==> src/rtl/multicycle_control.sv <==
// Multicycle datapath controller: a Moore FSM that sequences fetch, decode,
// execute, memory and write-back for a small MIPS-like instruction subset.
// Memory states wait on mem_ready. A wait counter forces a bus_error and a
// return to FETCH when memory stalls for TIMEOUT consecutive cycles.
module multicycle_control #(
    parameter int TIMEOUT = 16
) (
    input  logic       clk,
    input  logic       reset,
    input  logic [5:0] opcode,
    input  logic       mem_ready,
    output logic       pc_write,
    output logic       pc_write_cond_eq,
    output logic       pc_write_cond_ne,
    output logic       i_or_d,
    output logic       mem_read,
    output logic       mem_write,
    output logic       ir_write,
    output logic       reg_dst,
    output logic       mem_to_reg,
    output logic       reg_write,
    output logic       zero_ext,
    output logic       alu_src_a,
    output logic [1:0] alu_src_b,
    output logic [1:0] pc_source,
    output logic [2:0] alu_op,
    output logic [3:0] state,
    output logic       illegal,
    output logic       bus_error
);

    localparam int CW = $clog2(TIMEOUT + 1);

    typedef enum logic [3:0] {
        S_FETCH     = 4'd0,
        S_DECODE    = 4'd1,
        S_MEM_ADDR  = 4'd2,
        S_MEM_READ  = 4'd3,
        S_MEM_WB    = 4'd4,
        S_MEM_WRITE = 4'd5,
        S_R_EXEC    = 4'd6,
        S_R_WB      = 4'd7,
        S_I_EXEC    = 4'd8,
        S_I_WB      = 4'd9,
        S_BRANCH    = 4'd10,
        S_JUMP      = 4'd11
    } state_t;

    localparam logic [5:0] OP_RTYPE = 6'b000000;
    localparam logic [5:0] OP_LW    = 6'b100011;
    localparam logic [5:0] OP_SW    = 6'b101011;
    localparam logic [5:0] OP_ADDI  = 6'b001000;
    localparam logic [5:0] OP_ORI   = 6'b001101;
    localparam logic [5:0] OP_ANDI  = 6'b001100;
    localparam logic [5:0] OP_LUI   = 6'b001111;
    localparam logic [5:0] OP_BEQ   = 6'b000100;
    localparam logic [5:0] OP_BNE   = 6'b000101;
    localparam logic [5:0] OP_J     = 6'b000010;

    localparam logic [2:0] ALU_RTYPE = 3'b111;
    localparam logic [2:0] ALU_ADDI  = 3'b110;
    localparam logic [2:0] ALU_ORI   = 3'b101;
    localparam logic [2:0] ALU_ANDI  = 3'b011;
    localparam logic [2:0] ALU_LUI   = 3'b001;
    localparam logic [2:0] ALU_ADD   = 3'b010;
    localparam logic [2:0] ALU_CMP   = 3'b100;

    // Latched opcode class. Its meaning depends on the state that reads it:
    // MEM_ADDR looks for LW/SW, the I states look for the immediate op, and
    // BRANCH treats anything other than BNE as BEQ.
    localparam logic [2:0] CLS_NONE = 3'd0;
    localparam logic [2:0] CLS_LW   = 3'd1;
    localparam logic [2:0] CLS_SW   = 3'd2;
    localparam logic [2:0] CLS_ADDI = 3'd3;
    localparam logic [2:0] CLS_ORI  = 3'd4;
    localparam logic [2:0] CLS_ANDI = 3'd5;
    localparam logic [2:0] CLS_LUI  = 3'd6;
    localparam logic [2:0] CLS_BNE  = 3'd7;

    state_t        state_r, next_state_s;
    logic [2:0]    cls_r, next_cls_s;
    logic [CW-1:0] wait_cnt_r;
    logic          waiting_s, timeout_s;

    logic          pc_write_s, cond_eq_s, cond_ne_s, i_or_d_s, mem_read_s;
    logic          mem_write_s, ir_write_s, reg_dst_s, mem_to_reg_s;
    logic          reg_write_s, zero_ext_s, alu_src_a_s, illegal_s, bus_error_s;
    logic [1:0]    alu_src_b_s, pc_source_s;
    logic [2:0]    alu_op_s;

    function automatic logic [2:0] imm_alu_op(input logic [2:0] cls);
        logic [2:0] op;
        case (cls)
            CLS_ADDI: op = ALU_ADDI;
            CLS_ORI:  op = ALU_ORI;
            CLS_ANDI: op = ALU_ANDI;
            CLS_LUI:  op = ALU_LUI;
            default:  op = ALU_ADDI;
        endcase
        return op;
    endfunction

    function automatic logic imm_zero_ext(input logic [2:0] cls);
        return (cls == CLS_ORI) || (cls == CLS_ANDI);
    endfunction

    // Stall detection: memory-facing state with no completion this cycle
    always_comb begin
        waiting_s = 1'b0;
        if ((state_r == S_FETCH) || (state_r == S_MEM_READ) || (state_r == S_MEM_WRITE)) begin
            waiting_s = ~mem_ready;
        end else begin
            waiting_s = 1'b0;
        end
        timeout_s = waiting_s && (wait_cnt_r == CW'(TIMEOUT - 1));
    end

    // Next-state and control decode from the current state
    always_comb begin
        next_state_s = state_r;
        next_cls_s   = cls_r;
        pc_write_s   = 1'b0;
        cond_eq_s    = 1'b0;
        cond_ne_s    = 1'b0;
        i_or_d_s     = 1'b0;
        mem_read_s   = 1'b0;
        mem_write_s  = 1'b0;
        ir_write_s   = 1'b0;
        reg_dst_s    = 1'b0;
        mem_to_reg_s = 1'b0;
        reg_write_s  = 1'b0;
        zero_ext_s   = 1'b0;
        alu_src_a_s  = 1'b0;
        alu_src_b_s  = 2'b00;
        pc_source_s  = 2'b00;
        alu_op_s     = 3'b000;
        illegal_s    = 1'b0;
        bus_error_s  = 1'b0;
        case (state_r)
            S_FETCH: begin
                mem_read_s  = 1'b1;
                alu_src_b_s = 2'b01;
                alu_op_s    = ALU_ADD;
                if (mem_ready) begin
                    ir_write_s   = 1'b1;
                    pc_write_s   = 1'b1;
                    next_state_s = S_DECODE;
                end else if (timeout_s) begin
                    bus_error_s  = 1'b1;
                    next_state_s = S_FETCH;
                end else begin
                    next_state_s = S_FETCH;
                end
            end
            S_DECODE: begin
                alu_src_b_s = 2'b11;
                alu_op_s    = ALU_ADD;
                next_cls_s  = CLS_NONE;
                case (opcode)
                    OP_RTYPE: next_state_s = S_R_EXEC;
                    OP_LW:    begin next_state_s = S_MEM_ADDR; next_cls_s = CLS_LW;   end
                    OP_SW:    begin next_state_s = S_MEM_ADDR; next_cls_s = CLS_SW;   end
                    OP_ADDI:  begin next_state_s = S_I_EXEC;   next_cls_s = CLS_ADDI; end
                    OP_ORI:   begin next_state_s = S_I_EXEC;   next_cls_s = CLS_ORI;  end
                    OP_ANDI:  begin next_state_s = S_I_EXEC;   next_cls_s = CLS_ANDI; end
                    OP_LUI:   begin next_state_s = S_I_EXEC;   next_cls_s = CLS_LUI;  end
                    OP_BEQ:   next_state_s = S_BRANCH;
                    OP_BNE:   begin next_state_s = S_BRANCH;   next_cls_s = CLS_BNE;  end
                    OP_J:     next_state_s = S_JUMP;
                    default: begin
                        illegal_s    = 1'b1;
                        next_state_s = S_FETCH;
                    end
                endcase
            end
            S_MEM_ADDR: begin
                alu_src_a_s = 1'b1;
                alu_src_b_s = 2'b10;
                alu_op_s    = ALU_ADD;
                if (cls_r == CLS_LW) begin
                    next_state_s = S_MEM_READ;
                end else if (cls_r == CLS_SW) begin
                    next_state_s = S_MEM_WRITE;
                end else begin
                    next_state_s = S_FETCH;
                end
            end
            S_MEM_READ: begin
                mem_read_s = 1'b1;
                i_or_d_s   = 1'b1;
                if (mem_ready) begin
                    next_state_s = S_MEM_WB;
                end else if (timeout_s) begin
                    bus_error_s  = 1'b1;
                    next_state_s = S_FETCH;
                end else begin
                    next_state_s = S_MEM_READ;
                end
            end
            S_MEM_WB: begin
                mem_to_reg_s = 1'b1;
                reg_write_s  = 1'b1;
                next_state_s = S_FETCH;
            end
            S_MEM_WRITE: begin
                i_or_d_s = 1'b1;
                if (mem_ready) begin
                    mem_write_s  = 1'b1;
                    next_state_s = S_FETCH;
                end else if (timeout_s) begin
                    bus_error_s  = 1'b1;
                    next_state_s = S_FETCH;
                end else begin
                    mem_write_s  = 1'b1;
                    next_state_s = S_MEM_WRITE;
                end
            end
            S_R_EXEC: begin
                alu_src_a_s  = 1'b1;
                alu_op_s     = ALU_RTYPE;
                next_state_s = S_R_WB;
            end
            S_R_WB: begin
                reg_dst_s    = 1'b1;
                reg_write_s  = 1'b1;
                alu_op_s     = ALU_RTYPE;
                next_state_s = S_FETCH;
            end
            S_I_EXEC: begin
                alu_src_a_s  = 1'b1;
                alu_src_b_s  = 2'b10;
                alu_op_s     = imm_alu_op(cls_r);
                zero_ext_s   = imm_zero_ext(cls_r);
                next_state_s = S_I_WB;
            end
            S_I_WB: begin
                reg_write_s  = 1'b1;
                alu_op_s     = imm_alu_op(cls_r);
                zero_ext_s   = imm_zero_ext(cls_r);
                next_state_s = S_FETCH;
            end
            S_BRANCH: begin
                alu_src_a_s  = 1'b1;
                alu_op_s     = ALU_CMP;
                pc_source_s  = 2'b01;
                cond_ne_s    = (cls_r == CLS_BNE);
                cond_eq_s    = (cls_r != CLS_BNE);
                next_state_s = S_FETCH;
            end
            S_JUMP: begin
                pc_source_s  = 2'b10;
                pc_write_s   = 1'b1;
                next_state_s = S_FETCH;
            end
            default: next_state_s = S_FETCH;
        endcase
    end

    // State, latched opcode class and stall counter registers
    always_ff @(posedge clk) begin
        if (!reset) begin
            state_r    <= S_FETCH;
            cls_r      <= CLS_NONE;
            wait_cnt_r <= '0;
        end else begin
            state_r <= next_state_s;
            cls_r   <= next_cls_s;
            if (waiting_s && !timeout_s) begin
                wait_cnt_r <= wait_cnt_r + CW'(1);
            end else begin
                wait_cnt_r <= '0;
            end
        end
    end

    // Every control is forced low while reset is held, whatever state remains
    assign pc_write         = reset & pc_write_s;
    assign pc_write_cond_eq = reset & cond_eq_s;
    assign pc_write_cond_ne = reset & cond_ne_s;
    assign i_or_d           = reset & i_or_d_s;
    assign mem_read         = reset & mem_read_s;
    assign mem_write        = reset & mem_write_s;
    assign ir_write         = reset & ir_write_s;
    assign reg_dst          = reset & reg_dst_s;
    assign mem_to_reg       = reset & mem_to_reg_s;
    assign reg_write        = reset & reg_write_s;
    assign zero_ext         = reset & zero_ext_s;
    assign alu_src_a        = reset & alu_src_a_s;
    assign alu_src_b        = reset ? alu_src_b_s : 2'b00;
    assign pc_source        = reset ? pc_source_s : 2'b00;
    assign alu_op           = reset ? alu_op_s : 3'b000;
    assign state            = reset ? state_r : 4'd0;
    assign illegal          = reset & illegal_s;
    assign bus_error        = reset & bus_error_s;

endmodule
==> config.mk <==
export PLATFORM = sky130hd
export DESIGN_NAME = multicycle_control
export DESIGN_NICKNAME = d
export VERILOG_FILES = /design/src/rtl/multicycle_control.sv
export SDC_FILE = /design/constraint.sdc
export NUM_CORES = 1
export LEC_CHECK = 0
export BUFFER_PORTS_ARGS = -buffer_cell sky130_fd_sc_hd__buf_2
export CAP_MARGIN = 20
export CORE_MARGIN = 2
export CORE_UTILIZATION = 51
export DETAILED_ROUTE_END_ITERATION = 6
export PLACE_DENSITY = 0.86
export SETUP_SLACK_MARGIN = 0.2
export SLEW_MARGIN = 30
export SYNTH_ARGS = -nofsm -noshare
export SYNTH_HDL_FRONTEND = slang
export SYNTH_SLANG_ARGS = --single-unit
export TNS_END_PERCENT = 10
==> constraint.sdc <==
create_clock -name clk -period 2.07 [get_ports clk]
set_input_delay 0.621 -clock clk [delete_from_list [all_inputs] [get_ports clk]]
set_output_delay 0.621 -clock clk [all_outputs]
set_load 0.05 [all_outputs]
# After elaboration in Yosys (flattened, before gate mapping)

Cells that the tools add are included.
Widths: inputs -> output; s select.

Register bits after elaboration: 12
Output and inout port bits: 25
Logic and storage cells: 108

Muxes and demuxes: 39
Bitwise gates (word level): 15
$add $sub $neg: 1
Reduce and logical (&&, ||, !) cells: 22
Equality and inequality tests: 28

Operators by type and width:

| operator            | count |
|---|---|
| $pmux 4 s7          | 1 |
| $eq 6x4->1 const B  | 4 |
| $mux 1              | 21 |
| $pmux 3 s7          | 1 |
| $pmux 4 s5          | 1 |
| $mux 3              | 6 |
| $eq 4x3->1 const B  | 4 |
| $eq 4x4->1 const B  | 4 |
| $and 1x1->1         | 14 |
| $reduce_or 2->1     | 7 |
| $eq 3x3->1 const B  | 4 |
| $eq 6x3->1 const B  | 2 |
| $eq 6x6->1 const B  | 2 |
| $pmux 3 s4          | 1 |
| $reduce_or 10->1    | 1 |
| $pmux 3 s3          | 1 |
| $reduce_or 3->1     | 3 |
| $eq 4x2->1 const B  | 2 |
| $reduce_or 4->1     | 2 |
| $eq 6x2->1 const B  | 1 |
| $logic_not 6->1     | 1 |
| $mux 2              | 3 |
| $pmux 2 s3          | 1 |
| $add 5x1->5 const B | 1 |
| other kinds (14)    | 17 |

# Longest topological paths before layout

Word-level depth: 9
Depth in mapped cells: 7

# Worst setup path before layout

OpenSTA, ideal clock, no wires.

Path kind: register to output
From: register state_r[2]
To: output port zero_ext
Path slack: -1.057 ns
Cell stages (with the launch flop): 5
Required time: 1.449 ns
Arrival: 2.506 ns
Buffers on the path: 1
Cells stage by stage: dfxtp_1 clkbuf_1 nor2b_1 nand2_1 nor4b_1

Cells in the longest elaborated chain, start to end: 4
Elaborated cells between the ends (all ways): 5
Classes of those cells: 2 x eq/ne; 1 x mux; 1 x bitwise; 1 x reduce/logical

RTL lines:

| what                                 | RTL line | text |
|---|---|---|
| start: declaration                   | 80       | `state_t state_r, next_state_s;` |
| start signal: assignment             | 266      | `state_r <= next_state_s;` |
| $eq 4x4->1                           | 139      | `case (state_r)` |
| $reduce_or 2->1 (no source line) (*) | n/a      |  |
| $mux 1 (*)                           | n/a      |  |
| $and 1x1->1 (*)                      | 287      | `assign zero_ext = reset & zero_ext_s;` |
| end: declaration                     | 22       | `output logic zero_ext,` |

Mark *: on every way between the ends. The rest lies on a longest branch, timed or not.

# Final worst setup path

From: register state_r[3]
To: output port illegal

Cells in the longest elaborated chain, start to end: 3

RTL lines:

| what             | RTL line | text |
|---|---|---|
| $eq 4x1->1       | 139      |  |
| $mux 1           | 139      |  |
| $and 1x1->1      | 293      | `assign illegal = reset & illegal_s;` |
| end: declaration | 28       | `output logic illegal,` |

No other way between the ends.

==> metrics.txt <==
DR vias/cell around 7.3; CTS clk-pin slew, worst paths 0.09 ns; hold_buf cts 0; Syn Inst Count between 150 and 200; clock latency on the worst-skew pair approximately 0.31 ns; H-tree depth reported by CTS 1; DR WL/cell roughly 28 um; Pre-Repair DR Iteration Count 7; met1 Use GR 0.432; Tcrit/Tclk final 1.17; post-route ant nets 0; clock network power share 0.289; I/O Pins 34; final HPWL from detailed placement approximately 3.0 mm; vias 1849; die height approximately 52 um; Post-Route Setup TNS -2.46 ns; die area around 2700 um^2; Die W 51.8 um; Rows 17; first-pass GRT wire length roughly 8.4 mm; Worst EP required 1.45 ns; TritonCTS Sinks 12; Inserted Clock Buffers 3; Layout area overhead 81.5%; Worst Max-Slew Pin Slew 0.723 ns; commonest cells in the synthesized netlist nor2_1, o21ai_0, nand2_1, dfxtp_1, nor2b_1; ys async rst share 0; Hold Violations, Final 0; CTS tree built; critical path fanouts, max 7; sequential share of power 0.339; slew margin rel. 0.506; layout cell share with drive strength beyond 1 0.594; GRT Resource Usage Total 0.435; area share of the leading cell type in the synthesized netlist 0.206; worst hold slack 0.531 ns; cell area power density between 300 and 400 nW/um^2; Core ar. 2190 um^2; post-synth top area cell dfxtp_1; Avg Cell Area, Syn a little over 7 um^2; Post-synth EDFFs 0; met3 usage 0.0891; synthesized net count between 150 and 200; # fillers 46; final worst slack -0.352 ns; Port Buf Inserts 33; count of cell types in the netlist 46; CTS root buffer clkbuf_4; Congestion Overflow GR 0; Highest Clock Rate about 410 MHz; RSZ-0062 raised after global routing yes; top-count cell post-synth nor2_1; Max Cap Viol 0; register area share after synthesis 0.206; final core occ 0.967; switching share of power 0.388; Switch Pwr roughly 0.29 mW; #FFs+latches synth 12; final wirelength approximately 7 mm; Clock Skews ~0.0016 ns; Int Power about 0.45 mW; GR Layer Usage met2 0.781; failing checks design-rule violations, negative setup slack; vias in the first global route 1694; Finish-stage setup viols 17; DRC Markers 19; status finished with violations; Cell Area, Synth 1170 um^2; Final Critical Period between 2 and 2.5 ns; crit start category register; synth top area cells dfxtp_1, o21ai_0, nor2_1; Arrival @ worst endpoint 1.80 ns; Static Leak between 0.8 and 0.9 nW; Crit. End Element primary output; critical path type register to primary output; post-place setup slack -0.360 ns; yosys warns 0; VDD IR max between 0.5 and 0.6 mV; number of nets in the layout 236; routability cong. 0.822; Starting Density 0.533; most used routing layer met2; clock tree buffer depth 2; initial drt markers ~230; antenna fix cells 0; antenna violations before repair 0; HP Class register to register; Max Slew Vio Count 0; Comb power frac 0.372; largest net degree at the start of global routing 12; commonest register cell after synthesis dfxtp_1
-- registers in the layout, indices dropped and copies added (netlist names) --
signal / cells
wait_cnt_r: 5
cls_r: 3
state_r: 4
-- power by group through the flow --
stage | sequential, mW | combinational [mW] | clock, mW
6_report | 0.251 | 0.276 | 0.215
2_1_floorplan | 0.247 | 0.146 | 0
5_1_grt | 0.251 | 0.282 | 0.213
3_3_place_gp | 0.254 | 0.200 | 0
3_5_place_dp | 0.255 | 0.211 | 0
4_1_cts | 0.247 | 0.233 | 0.198
-- critical path: stages, from the launching register on --
cell and delay [ns]:
dfxtp_4 0.38, nand2b_1 0.23, nor2_2 0.21, nand2_1 0.18, a311oi_4 0.28, buf_6 0.21
-- cell families (layout without fill, tap and decap cells) --
kind of cell,Yosys count,in the layout,share of synthesized area
DFF,12,12,0.206
xor gates and xnor gates,8,8,0.0600
buffers and inverters,20,82,0.0761
and+or+nand+nor,81,81,0.398
muxes,3,3,0.0300
AOI/OAI and AO/OA,36,36,0.209
adders and majority gates,2,2,0.0214
-- path summary, 6_finish.rpt --
kind / startpoint / end / slack [ns] / cells past startpoint
max: state_r[3] / illegal / -0.35 / 5
min: wait_cnt_r[0] / wait_cnt_r[0] / 0.53 / 1
max reg2reg: wait_cnt_r[1] / state_r[2] / 0.18 / 7
min reg2reg: wait_cnt_r[0] / wait_cnt_r[0] / 0.53 / 1
-- area by class of cell --
type | instances | area (um^2) | area share
multi-input cells | 130 | 1100 | 0.522
repair buffers | 73 | 662 | 0.312
flip-flops and latches | 12 | 259 | 0.122
clock buffers | 4 | 36.3 | 0.0171
well taps | 28 | 35.0 | 0.0165
inverters | 5 | 21.3 | 0.0100
-- per-stage QoR --
stage | area, um^2 | total power, mW | instances
floorplan | 1360 | 0.393 | 162
global placement | 1730 | 0.454 | 242
detailed placement | 1730 | 0.466 | 242
CTS | 2020 | 0.678 | 250
global route | 2120 | 0.746 | 252
finish | 2120 | 0.743 | 252
-- metal layers --
layer / vias up / routed length [um]
li1: 703 / -
met1: 809 / 2290
met2: 238 / 3030
met3: 99 / 977
met4: 0 / 768
met5: - / 0
-- cells in the final DEF (no fill, tap or decap), types with 4 or more instances in the layout --
cell and instances:
a21oi_1 4, buf_2 7, buf_4 37, buf_6 23, buf_8 6, dfxtp_1 5
dfxtp_4 4, nand2_1 9, nand2_2 4, nand3_1 4, nor2_1 9, nor2_2 5
nor2b_1 4, o21ai_0 8, xor2_1 4
-- timing repair --
item	4_1_cts	5_1_grt
pin swaps	11	10
gates cloned	0	0
setup buffers	4	2
gates resized for setup	79	22
endpoints found under the setup margin	25	27
Note: power is estimated with default switching activity, not from simulation.
